===== src/rtl/seg_pkg.sv =====
// rtl/seg_pkg.sv - register map and hex glyph table shared by the seven-segment scan controller
package seg_pkg;

    localparam logic [1:0] SEG_ADDR_VALUE = 2'd0;
    localparam logic [1:0] SEG_ADDR_BLANK = 2'd1;
    localparam logic [1:0] SEG_ADDR_DP    = 2'd2;
    localparam logic [1:0] SEG_ADDR_BLINK = 2'd3;

    // Glyphs are g..a, active-high; entry 15 is listed first.
    localparam logic [15:0][6:0] SEG_GLYPH = {
        7'h71, 7'h79, 7'h5E, 7'h39, 7'h7C, 7'h77, 7'h6F, 7'h7F,
        7'h07, 7'h7D, 7'h6D, 7'h66, 7'h4F, 7'h5B, 7'h06, 7'h3F
    };

    function automatic logic [6:0] seg_glyph(input logic [3:0] nibble);
        return SEG_GLYPH[nibble];
    endfunction

endpackage


===== src/rtl/seg_hex_decode.sv =====
// rtl/seg_hex_decode.sv - combinational nibble to seven-segment glyph lookup
module seg_hex_decode
    import seg_pkg::*;
(
    input  logic [3:0] nibble,
    output logic [6:0] glyph
);

    always_comb begin
        glyph = seg_glyph(nibble);
    end

endmodule


===== src/rtl/seg_scan_ctrl.sv =====
// rtl/seg_scan_ctrl.sv - memory-mapped multiplexed seven-segment scanner; blink via SEG_SCAN_BLINK_EN
module seg_scan_ctrl
    import seg_pkg::*;
#(
    parameter int DIGITS       = 8,
    parameter int SCAN_DIV     = 50000,
    parameter int GUARD        = 2,
    parameter int ACTIVE_LOW   = 0,
    parameter int BLINK_FRAMES = 64
) (
    input  logic              clock,
    input  logic              reset,
    input  logic              wr_en,
    input  logic [1:0]        wr_addr,
    input  logic [31:0]       wr_data,
    output logic [DIGITS-1:0] ena,
    output logic [7:0]        seg
);

    localparam int CW = (SCAN_DIV > 2) ? $clog2(SCAN_DIV) : 1;
    localparam int IW = (DIGITS > 1) ? $clog2(DIGITS) : 1;
    localparam int FW = (BLINK_FRAMES > 1) ? $clog2(BLINK_FRAMES) : 1;

    localparam logic [CW-1:0] SLOT_LAST  = CW'(SCAN_DIV - 1);
    localparam logic [IW-1:0] DIGIT_LAST = IW'(DIGITS - 1);
    localparam logic [FW-1:0] FRAME_LAST = FW'(BLINK_FRAMES - 1);

    localparam logic [DIGITS-1:0] ENA_OFF = (ACTIVE_LOW != 0) ? {DIGITS{1'b1}} : {DIGITS{1'b0}};
    localparam logic [7:0]        SEG_OFF = (ACTIVE_LOW != 0) ? 8'hFF : 8'h00;

    logic [4*DIGITS-1:0] value_q;
    logic [DIGITS-1:0]   blank_q;
    logic [DIGITS-1:0]   dp_q;

    logic [CW-1:0] slot_cnt;
    logic [IW-1:0] digit_idx;
    logic          slot_last;
    logic          digit_last;
    logic          frame_wrap;

    logic [DIGITS-1:0] hide_mask;
    logic [3:0]        nibble;
    logic [6:0]        glyph;
    logic              lit;
    logic              hidden;
    logic [DIGITS-1:0] ena_next;
    logic [7:0]        seg_next;

    always_ff @(posedge clock or posedge reset) begin
        if (reset) begin
            value_q <= '0;
            blank_q <= '0;
            dp_q    <= '0;
        end else if (wr_en) begin
            case (wr_addr)
                SEG_ADDR_VALUE: value_q <= wr_data[4*DIGITS-1:0];
                SEG_ADDR_BLANK: blank_q <= wr_data[DIGITS-1:0];
                SEG_ADDR_DP:    dp_q    <= wr_data[DIGITS-1:0];
                default: ;
            endcase
        end
    end

    assign slot_last  = (slot_cnt == SLOT_LAST);
    assign digit_last = (digit_idx == DIGIT_LAST);
    assign frame_wrap = slot_last && digit_last;

    always_ff @(posedge clock or posedge reset) begin
        if (reset) begin
            slot_cnt  <= '0;
            digit_idx <= '0;
        end else if (slot_last) begin
            slot_cnt  <= '0;
            digit_idx <= digit_last ? '0 : digit_idx + 1'b1;
        end else begin
            slot_cnt <= slot_cnt + 1'b1;
        end
    end

`ifdef SEG_SCAN_BLINK_EN
    logic [DIGITS-1:0] blink_q;
    logic [FW-1:0]     frame_cnt;
    logic              blink_phase_on;

    always_ff @(posedge clock or posedge reset) begin
        if (reset) begin
            blink_q <= '0;
        end else if (wr_en && (wr_addr == SEG_ADDR_BLINK)) begin
            blink_q <= wr_data[DIGITS-1:0];
        end
    end

    // Phase only moves on whole frames; rewriting the mask keeps the phase.
    always_ff @(posedge clock or posedge reset) begin
        if (reset) begin
            frame_cnt      <= '0;
            blink_phase_on <= 1'b1;
        end else if (frame_wrap) begin
            if (frame_cnt == FRAME_LAST) begin
                frame_cnt      <= '0;
                blink_phase_on <= ~blink_phase_on;
            end else begin
                frame_cnt <= frame_cnt + 1'b1;
            end
        end
    end

    assign hide_mask = blank_q | (blink_phase_on ? {DIGITS{1'b0}} : blink_q);
`else
    assign hide_mask = blank_q;
`endif

    // Upper write-data bits and the frame-length constant are intentionally dropped in narrow builds.
    logic unused_ok;
    assign unused_ok = &{1'b0, wr_data, frame_wrap, FRAME_LAST};

    assign nibble = value_q[{digit_idx, 2'b00} +: 4];

    seg_hex_decode u_hex_decode (
        .nibble (nibble),
        .glyph  (glyph)
    );

    always_comb begin
        lit      = (32'(slot_cnt) >= 32'(GUARD));
        hidden   = hide_mask[digit_idx];
        ena_next = lit ? (DIGITS'(1) << digit_idx) : {DIGITS{1'b0}};
        seg_next = hidden ? 8'h00 : {dp_q[digit_idx], glyph};
    end

    // Polarity is folded in at the register so the pins never glitch between stages.
    always_ff @(posedge clock or posedge reset) begin
        if (reset) begin
            ena <= ENA_OFF;
            seg <= SEG_OFF;
        end else begin
            ena <= ena_next ^ ENA_OFF;
            seg <= seg_next ^ SEG_OFF;
        end
    end

endmodule

===== config.mk =====
export PLATFORM = sky130hd
export DESIGN_NAME = seg_scan_ctrl
export DESIGN_NICKNAME = d
export VERILOG_FILES = /design/src/rtl/seg_pkg.sv /design/src/rtl/seg_hex_decode.sv /design/src/rtl/seg_scan_ctrl.sv
export SDC_FILE = /design/constraint.sdc
export NUM_CORES = 1
export LEC_CHECK = 0
export BUFFER_PORTS_ARGS = -buffer_cell sky130_fd_sc_hd__buf_4
export CELL_PAD_IN_SITES_DETAIL_PLACEMENT = 1
export CELL_PAD_IN_SITES_GLOBAL_PLACEMENT = 2
export CORE_MARGIN = 1
export CORE_UTILIZATION = 43
export DETAILED_ROUTE_END_ITERATION = 8
export GPL_ROUTABILITY_DRIVEN = 0
export PLACE_DENSITY_LB_ADDON = 0.2
export SLEW_MARGIN = 20
export SYNTH_ARGS = -nofsm -noshare
export SYNTH_HDL_FRONTEND = slang
export SYNTH_SLANG_ARGS = --single-unit

===== constraint.sdc =====
create_clock -name clock -period 8.05 [get_ports clock]
set_clock_uncertainty 0.05 [all_clocks]
set_input_delay 1.61 -clock clock [delete_from_list [all_inputs] [get_ports clock]]
set_output_delay 1.61 -clock clock [all_outputs]
set_load 0.03 [all_outputs]

==> results.md, run 1 <==
- WL/cell: 17.1 µm
- Synthesized area: roughly 0.0039 mm²
- DRT iter0 DRCs: 54
- Commonest cells after routing, fill and taps aside: 83 x dfrtp_1, 53 x buf_4, 38 x mux2_2
- Hold WC Path Type: reg -> reg
- Tmin final: 2.78 ns
- Placed inst area: between 0.004 and 0.005 mm²
- Fin. Hold Viols: 0
- CP delay by family, top: multiplexers
- Crit path DAT: 2.99 ns
- H-tree depth: 3
- Commonest non-fill, non-tap cell in the layout: dfrtp_1
- Die W: a little under 100 µm
- Crit Path Class: reg -> reg
- DIE HEIGHT: 97.7 µm
- Core region area: 0.00881 mm²
- Clk sink count: 83
- Worst hold slack: 0.442 ns
- Initial DRT Pass Iterations: 6
- Post-DRT Antenna Nets: 0
- Initial antenna violation count: 0
- Buffers on Ports: 52
- Final Cycle Share: 34.6%
- Total Die Area: 0.00955 mm²
- Row cnt: 34
- Cell repeated most along the worst path: inv_1
- CTS tree: yes
- Pin count of the biggest net entering global routing: 84
- Dpl hpwl: 5700 µm
- Post-synth EDFFs: 0
- Starting Density: about 45%
- Final #Nets: around 400
- CP max FO: 15
- Crit-path cells: mux4_2 -> mux2i_4 -> inv_1 -> ha_1 -> inv_1 -> nor3_1 -> a21o_1 -> a221oi_1
- FILL cells: 891
- Async SR Flop Fraction: 100%
- Vias in the first global route: approximately 2,600
- Count of state elements after synthesis: 83
- Setup TNS: 0 ns
- Pwr dens: 216 mW/mm²
- P&R area growth vs syn: 17.8%
- Fin area: roughly 0.0046 mm²
- Total vias in the final route: 2,455
- Mean Syn Cell Area: 13.4 µm²
- Crit path launch type: flip-flop
- Clock Tree Buf Depth: 2
- Total track usage: 18.5%
- Final setup fails: 0
- R2r setup slk: approximately 5.3 ns
- Maximum VDD drop: around 0.12 mV
- RSZ-0062 raised after global routing: false
- Post-CTS sizing: 0
- Worst-Margin Slew: 0.807 ns
- Max cap viols: 0
- Cts hold-fix bufs: 0
- Post-Syn Instances: between 200 and 300
- Seq/Total Area, Yosys: between 50 and 60%
- Final slew viol count: 0
- GRT overflow: 0
- Req. time, crit path: 8.25 ns
- Max-slew headroom: 45.8%
- Slowest CP cell: dfrtp_1
- Clk_lat worst skew: approximately 0.35 ns
- First-pass GRT wire length: 13,500 µm
- Clock Root Buffer: clkbuf_8
- Leak pwr: 2.08 nW
- # diodes: 0
- Clk slew on worst S/H paths: 0.08 ns
- Post-Synthesis Net Count: 344
- Violated checks: DRC
- Setup bufs post-CTS: 0
- Status: finished, violations left
- Warnings, synthesis: 0
- Routed vias/inst: between 5 and 6
- Crit path largest cell delay: 0.81 ns
- WL final: roughly 7900 µm
- DRC: 7
- Layout cells sized above 1: a little over a third
- Yosys cell types: 49
- Crit path buf inv count: 2
- CTS Buf Count: 9
- Main synth FF type: dfrtp_1
- Critical Path End Type: flip-flop
- IO Pins: 53
- F_max: roughly 0.36 GHz
==> final timing paths <==
path                                           from                      end  cells past startpoint
max in group asynchronous                     reset  value_q[25]$_DFFE_PP0P_                      3
setup reg to reg           digit_idx[1]$_DFFE_PP0N_         seg[6]$_DFF_PP0_                      8
hold reg to reg             value_q[12]$_DFFE_PP0P_  value_q[12]$_DFFE_PP0P_                      1
min in group asynchronous                     reset         seg[3]$_DFF_PP0_                      3
setup / recovery           digit_idx[1]$_DFFE_PP0N_         seg[6]$_DFF_PP0_                      8
hold / removal              value_q[12]$_DFFE_PP0P_  value_q[12]$_DFFE_PP0P_                      1
==> area by class of cell <==
| cell class | instances | area [µm²] | area share (%) |
|---|---|---|---|
| repair buffers | 54 | 409 | 8.81 |
| clock buffers | 11 | 151 | 3.26 |
| flip-flops and latches | 83 | 2080 | 44.7 |
| multi-input cells | 192 | 1770 | 38.2 |
| well taps | 108 | 135 | 2.91 |
| clock inverters | 4 | 50.0 | 1.08 |
| inverters | 12 | 46.3 | 0.997 |
==> synth_stat cells, types with 2 or more instances <==
library cell | count | area, µm²
dfrtp_1 | 83 | 2080
mux2_2 | 38 | 428
nor2_1 | 24 | 90.1
ha_1 | 13 | 163
inv_1 | 12 | 45.0
mux2_1 | 12 | 135
nand2_1 | 10 | 37.5
mux4_2 | 9 | 203
xnor2_1 | 9 | 78.8
and2_1 | 7 | 43.8
nand3_1 | 7 | 35.0
nor3_1 | 7 | 35.0
xor2_1 | 5 | 43.8
buf_2 | 4 | 20.0
mux2i_1 | 4 | 40.0
a21oi_1 | 3 | 15.0
mux2i_4 | 3 | 67.6
nor2b_1 | 3 | 18.8
nor4_1 | 3 | 18.8
a211oi_1 | 2 | 15.0
a221oi_1 | 2 | 17.5
buf_6 | 2 | 22.5
mux2_4 | 2 | 30.0
nand2b_1 | 2 | 12.5
nand3b_1 | 2 | 15.0
nand4_1 | 2 | 12.5
o21ai_0 | 2 | 10.0
==> worst register-to-register path, cell delays in order (launching register included) <==
cell      delay [ns]
dfrtp_1         0.81
mux4_2          0.63
mux2i_4         0.28
inv_1           0.11
ha_1            0.19
inv_1           0.08
nor3_1          0.08
a21o_1          0.18
a221oi_1        0.28
==> layer usage <==
metal  part of all wire [%]  GRT usage [%]  vias to the layer above
met2                     49           29.8                       50
met3                    3.4           4.08                       11
met1                     45           24.4                     1235
met5                      0              0                        -
met4                    2.2           7.46                        0
li1                       -              -                     1159
==> logic make-up after synthesis <==
family          count (synthesis)  synth area share (%)
xor+xnor                       14                  3.11
fa+ha+maj                      13                  4.13
compound gates                 21                  4.13
simple gates                   75                  9.94
buf+inv                        19                  2.41
flops                          83                  52.7
mux                            69                  23.6
==> flip-flops by register name (all words and copies together) (netlist names) <==
name and flops:
slot_cnt 16, seg 8, value_q 32, dp_q 8, digit_idx 3, blank_q 8, ena 8
==> where the power goes <==
group          total, mW  internal (mW)  switching, mW
clock              0.302          0.158          0.144
sequential         0.501          0.474         0.0267
combinational      0.201         0.0995          0.101
==> metrics by stage <==
step / cells / setup WS (ns) / total power [mW] / utilization, %
floorplan: 294 / 4.25 / 0.641 / -
global placement: 449 / 5.20 / 0.702 / 50.4
detailed placement: 449 / 5.16 / 0.712 / 50.4
CTS: 464 / 5.25 / 1.02 / 52.7
global route: 464 / 5.07 / 1.06 / 52.7
finish: 464 / 5.27 / 1.00 / 52.7
Note: power is estimated with default switching activity, not from simulation.
==> run 2: changes to the inputs <==
--- a/config.mk
+++ b/config.mk
@@ -5,11 +5,12 @@
 export SDC_FILE = /design/constraint.sdc
 export NUM_CORES = 1
 export LEC_CHECK = 0
+export ABC_AREA = 1
 export BUFFER_PORTS_ARGS = -buffer_cell sky130_fd_sc_hd__buf_4
 export CELL_PAD_IN_SITES_DETAIL_PLACEMENT = 1
 export CELL_PAD_IN_SITES_GLOBAL_PLACEMENT = 2
 export CORE_MARGIN = 1
-export CORE_UTILIZATION = 43
+export CORE_UTILIZATION = 34
 export DETAILED_ROUTE_END_ITERATION = 8
 export GPL_ROUTABILITY_DRIVEN = 0
 export PLACE_DENSITY_LB_ADDON = 0.2
==> constraint.sdc (replaced) <==
create_clock -name clock -period 2.7 [get_ports clock]
set_clock_uncertainty 0.05 [all_clocks]
set_input_delay 0.54 -clock clock [delete_from_list [all_inputs] [get_ports clock]]
set_output_delay 0.54 -clock clock [all_outputs]
set_load 0.03 [all_outputs]
==> results.md, run 2 <==
- Status: finished, violations left
- Violated checks: DRC
- Final setup fails: 0
- Starting Density: 35.6%
- Post-Syn Instances: slightly below 500
- WL/cell: 14.2 µm
- Leading area contributor after synthesis: dfrtp_1
- Pwr dens: 659 mW/mm²
- Post-synth EDFFs: 0
- Yosys cell types: 28
- Routed vias/inst: 4.76
- Req. time, crit path: approximately 2.9 ns
- CTS tree: yes
- Vias in the first global route: roughly 3,600
- Max-slew headroom: 59.1%
- Maximum VDD drop: 0.433 mV
- Main area contributors after synthesis: dfrtp_1 50%, nand2_1 10%, inv_1 5.7%, nor2_1 5.3%, o21ai_0 4.7%
- Initial DRT Pass Iterations: 6
- Crit path DAT: roughly 2.2 ns
- Core region area: between 0.01 and 0.015 mm²
- Initial antenna violation count: 0
- RSZ-0062 raised after global routing: false
- Largest family of logic cells by synthesized area: simple AND/OR/NAND/NOR gates
- GRT overflow: 0
- Setup TNS: 0 ns
- Async SR Flop Fraction: 100%
- Total Die Area: approximately 0.013 mm²
- Commonest cells after routing, fill and taps aside: 114 x nand2_1, 83 x dfrtp_1, 62 x inv_1
- DIE HEIGHT: roughly 110 µm
- Post-DRT Antenna Nets: 0
- Fin area: 0.00493 mm²
- H-tree depth: 3
- Reg2reg path depth: 12
- Max cap viols: 0
- Die W: approximately 110 µm
- Final #Nets: 598
- FILL cells: 1,415
- Post-Synthesis Net Count: approximately 550
- Layout cells sized above 1: 18.7%
- Warnings, synthesis: 0
- Final slew viol count: 0
- Yosys top cell area share: between 50% and 60%
- Tmin final: roughly 2 ns
- Count of state elements after synthesis: 83
- Critical Path End Type: flip-flop
- Cts hold-fix bufs: 0
- Synthesized area: 0.00413 mm²
- Synth Area in Compound Gates: 9.30%
- Count leader, synth: nand2_1
- CTS Buf Count: 9
- # diodes: 0
- Clock Tree Buf Depth: 2
- Post-CTS sizing: 0
- Final Cycle Share: 74.2%
- Seq/Total Area, Yosys: between 50 and 60%
- Clk sink count: between 80 and 90
- Total track usage: between 10% and 20%
- WL final: 9880 µm
- CP max FO: 24
- Mux share of post-synthesis cell area: between 2 and 3%
- Clock Root Buffer: clkbuf_16
- Commonest non-fill, non-tap cell in the layout: nand2_1
- Fin. Hold Viols: 0
- Worst-Margin Slew: 0.611 ns
- Crit path launch type: flip-flop
- Post-synth top cells: 114 x nand2_1, 83 x dfrtp_1, 63 x inv_1
- Mean Syn Cell Area: 8.31 µm²
- Pin count of the biggest net entering global routing: 84
- R2R Path End: seg[1]$_DFF_PP0_
- DRC: 5
- Hold WC Path Type: in -> async
- Max FFs per register: 32
- Main synth FF type: dfrtp_1
- Buffers on Ports: 52
- First-pass GRT wire length: 17,400 µm
- Total vias in the final route: 3,307
- Placed inst area: between 0.004 and 0.005 mm²
- F_max: 0.499 GHz
- Xor/xnor share of the synthesized area: 0.848%
- Simple logic cell fraction of the synthesized area: 23.7%
- Reg-to-Reg Start: digit_idx[0]$_DFFE_PP0N_
- IO Pins: between 50 and 60
- Adder-Cell Fraction of Synth Area: 3.94%
- Dpl hpwl: approximately 7200 µm
- R2r setup slk: 0.70 ns
- DRT iter0 DRCs: 149
- Row cnt: 39
- Crit Path Class: reg -> reg
- P&R area growth vs syn: 19.5%
- Worst hold slack: 0.259 ns
- Top Registers: value_q x32, slot_cnt x16
- Clk_lat worst skew: between 0.3 and 0.4 ns
- CP Launch Point: digit_idx[0]$_DFFE_PP0N_
- Reg with most FFs: value_q
- Final Util: a little over two fifths
- Setup bufs post-CTS: 0
- Leak pwr: 2.58 nW
- Clk slew on worst S/H paths: 0.06 ns
- Setup crit end: seg[1]$_DFF_PP0_
-- run 2: cell count changes after synthesis, sizes merged, moves of 5 or more --
cell / previous run / this run
a21oi: 3 / 23
xnor2: 9 / 0
nand2: 11 / 118
mux2i: 7 / 0
mux4: 10 / 0
o21ai: 3 / 44
inv: 12 / 70
mux2: 52 / 10
nand3: 7 / 38
clkbuf: 0 / 5
nor2: 25 / 60
and2: 7 / 0
-- run 2: layout make-up --
type	instances	area, µm²	share of cell area [%]
Timing Repair Buffer	56	445	9.03
Multi-Input combinational cell	328	1670	33.9
Sequential cell	83	2080	42.1
Inverter	70	267	5.40
Tap cell	143	179	3.63
Clock buffer	13	260	5.27
Clock inverter	2	35.0	0.710
-- run 2: how the worst min path moves through the flow --
| stage | to | from |
|---|---|---|
| 3_3_place_gp | blank_q[6]$_DFFE_PP0P_ | blank_q[6]$_DFFE_PP0P_ |
| 6_report | seg[2]$_DFF_PP0_ | reset |
| 5_1_grt | seg[5]$_DFF_PP0_ | reset |
| 4_1_cts | slot_cnt[11]$_DFF_PP0_ | reset |
| 2_1_floorplan | blank_q[6]$_DFFE_PP0P_ | blank_q[6]$_DFFE_PP0P_ |
| 3_5_place_dp | value_q[6]$_DFFE_PP0P_ | value_q[6]$_DFFE_PP0P_ |
-- run 2: layer usage --
layer  part of all wire [%]  GRT usage [%]  wire (µm)
met5                      0              0          0
met4                    1.5           7.29        153
met3                    3.1           3.29        311
met2                     46           28.1       4590
met1                     49           23.3       4830
-- run 2: metrics by stage --
| step | total power [mW] | instances | setup WS [ns] |
|---|---|---|---|
| 3_3_place_gp | 2.03 | 680 | 0.747 |
| 5_1_grt | 3.42 | 695 | 0.407 |
| 4_1_cts | 3.31 | 695 | 0.676 |
| 6_report | 3.25 | 695 | 0.696 |
| 2_1_floorplan | 1.84 | 497 | 0.936 |
| 3_5_place_dp | 2.04 | 680 | 0.695 |
-- run 2: where the power goes --
group | switching, mW | internal [mW] | total [mW] | leakage (nW)
clock | 0.489 | 0.761 | 1.25 | 0.146
sequential | 0.0684 | 1.39 | 1.46 | 1.02
combinational | 0.327 | 0.214 | 0.541 | 1.41
total | 0.884 | 2.37 | 3.25 | 2.58
-- run 2: logic make-up after synthesis --
kind of cell | count (synthesis)
and+or+nand+nor | 229
buffers and inverters | 86
adders and majority gates | 13
xor gates and xnor gates | 4
AOI/OAI and AO/OA | 72
DFF | 83
muxes | 10
-- run 2: worst max-delay path, cell delays in order, from the launching register on --
cell	delay, ns
dfrtp_1	0.39
inv_2	0.32
nand2_1	0.09
nand2_1	0.07
nand2_1	0.05
nand2_1	0.07
nand2_1	0.05
nand2_2	0.12
inv_1	0.09
ha_1	0.28
nand3_1	0.09
o21ai_0	0.16
nor2_1	0.05
==> run 3: changes to the inputs <==
==> constraint.sdc (replaced) <==
create_clock -name clock -period 1.95 [get_ports clock]
set_clock_uncertainty 0.05 [all_clocks]
set_input_delay 0.39 -clock clock [delete_from_list [all_inputs] [get_ports clock]]
set_output_delay 0.39 -clock clock [all_outputs]
set_load 0.03 [all_outputs]
==> results.md, run 3 (same netlist as run 2, synthesis figures left out) <==
- Total Die Area: 0.0126 mm²
- Leak pwr: 2.67 nW
- Fin area: 0.00510 mm²
- Top Registers: value_q x32, slot_cnt x16
- Reg2reg path depth: 12
- DRT iter0 DRCs: 88
- GRT overflow: 0
- DIE HEIGHT: 112 µm
- Routed vias/inst: around 4.8
- Maximum VDD drop: 0.446 mV
- Pin count of the biggest net entering global routing: 27
- Initial DRT Pass Iterations: 6
- Violated checks: DRC
- Core region area: 0.0116 mm²
- Clock Tree Buf Depth: 2
- First-pass GRT wire length: 17,800 µm
- Final Cycle Share: between 90% and 100%
- Req. time, crit path: 2.13 ns
- Row cnt: 39
- Placed inst area: 0.00477 mm²
- Pwr dens: 883 mW/mm²
- H-tree depth: 3
- Final setup fails: 0
- Tmin final: 1.81 ns
- Initial antenna violation count: 0
- Worst-Margin Slew: ~0.57 ns
- Max FFs per register: 32
- Vias in the first global route: around 3,600
- Max-slew headroom: 62.1%
- Commonest non-fill, non-tap cell in the layout: nand2_1
- R2r setup slk: 0.14 ns
- P&R area growth vs syn: 23.6%
- WL/cell: 14.3 µm
- Clock Root Buffer: clkbuf_16
- Die W: approximately 110 µm
- Crit Path Class: reg -> reg
- Dpl hpwl: between 7000 and 8000 µm
- Slowest CP cell: dfrtp_2
- Layout cells sized above 1: a little under a quarter
- Crit-path cells: buf_4 -> nor2_1 -> nand2_1 -> nand2_1 -> nand2_1 -> nand2_4 -> inv_2 -> ha_1 -> nand3_1 -> nand3_1 -> nand2_1 -> nor2_1
- Final slew viol count: 0
- Total track usage: between 10% and 20%
- Max cap viols: 0
- Total vias in the final route: 3,401
- Clk slew on worst S/H paths: 0.06 ns
- Cells after DPL: 694
- Final #Nets: 615
- Fin. Hold Viols: 0
- # diodes: 0
- Clk_lat worst skew: between 0.3 and 0.4 ns
- F_max: between 0.5 and 0.6 GHz
- Final WS setup: 0.143 ns
- Setup TNS: 0 ns
- Critical Path End Type: flip-flop
- CTS tree: yes
- CP max FO: 6
- Crit path DAT: between 1.5 and 2 ns
- Commonest cells after routing, fill and taps aside: 113 x nand2_1, 81 x dfrtp_1, 67 x buf_4
- RSZ-0062 raised after global routing: true
- Post-DRT Antenna Nets: 0
- Cts hold-fix bufs: 0
- Reg-to-Reg Start: digit_idx[1]$_DFFE_PP0N_
- Hold WC Path Type: in -> async
- Place WS: 0.0572 ns
- Crit path largest cell delay: 0.45 ns
- Status: finished, violations left
- Final std cells w/o fill: 713
- IO Pins: 53
- Cell repeated most along the worst path: nand2_1
- WL final: 10,200 µm
- DRC: 5
- Starting Density: 35.6%
- Clk sink count: 83
- Reg with most FFs: value_q
- Buffers on Ports: 52
- Crit path launch type: flip-flop
- R2R Path End: seg[3]$_DFF_PP0_
- CTS Buf Count: 9
## run 3: how the worst max path moves through the flow
stage                                   from          endpoint
floorplan           digit_idx[0]$_DFFE_PP0N_  seg[1]$_DFF_PP0_
global placement    digit_idx[0]$_DFFE_PP0N_  seg[1]$_DFF_PP0_
detailed placement  digit_idx[0]$_DFFE_PP0N_  seg[3]$_DFF_PP0_
CTS                 digit_idx[0]$_DFFE_PP0N_  seg[3]$_DFF_PP0_
global route        digit_idx[0]$_DFFE_PP0N_  seg[0]$_DFF_PP0_
finish              digit_idx[1]$_DFFE_PP0N_  seg[3]$_DFF_PP0_
## run 3: layer usage
layer	GRT usage [%]	routed length, µm	vias to the layer above
li1	-	-	1706
met1	24.4	4920	1639
met2	29.1	4830	43
met3	3.08	260	13
met4	8.27	193	0
met5	0	0	-
## run 3: metrics by stage
step                hold slack (ns)  total power [mW]  util (%)
floorplan                     0.398              2.54         -
global route                 0.0590              4.77      43.9
CTS                          0.0467              4.57      43.6
finish                       0.0385              4.50      43.9
global placement              0.414              2.81      41.1
detailed placement            0.424              2.83      41.1
## run 3: cell type report
type                            count  area, µm²
Timing Repair Buffer               73        599
Clock inverter                      6       55.1
Tap cell                          143        179
Multi-Input combinational cell    328       1680
Sequential cell                    83       2080
Inverter                           70        272
Clock buffer                       10        239
Fill cell                        1401       6510
## run 3: what timing repair did
item / 4_1_cts / 5_1_grt
endpoints found under the setup margin: 0 / 7
gates resized for setup: 0 / 11
setup buffers: 0 / 2
## run 3: power by group
part / internal (mW) / switching, mW / total, mW
logic: 0.310 / 0.458 / 0.768
clock network: 1.02 / 0.696 / 1.71
registers: 1.93 / 0.0945 / 2.03
## run 3: critical path, delay by kind of cell, from the launching register on
kind / cells / cell delay (ns)
buffers and inverters: 2 / 0.23
adders and majority gates: 1 / 0.27
and+or+nand+nor: 9 / 0.70
DFF: 1 / 0.45
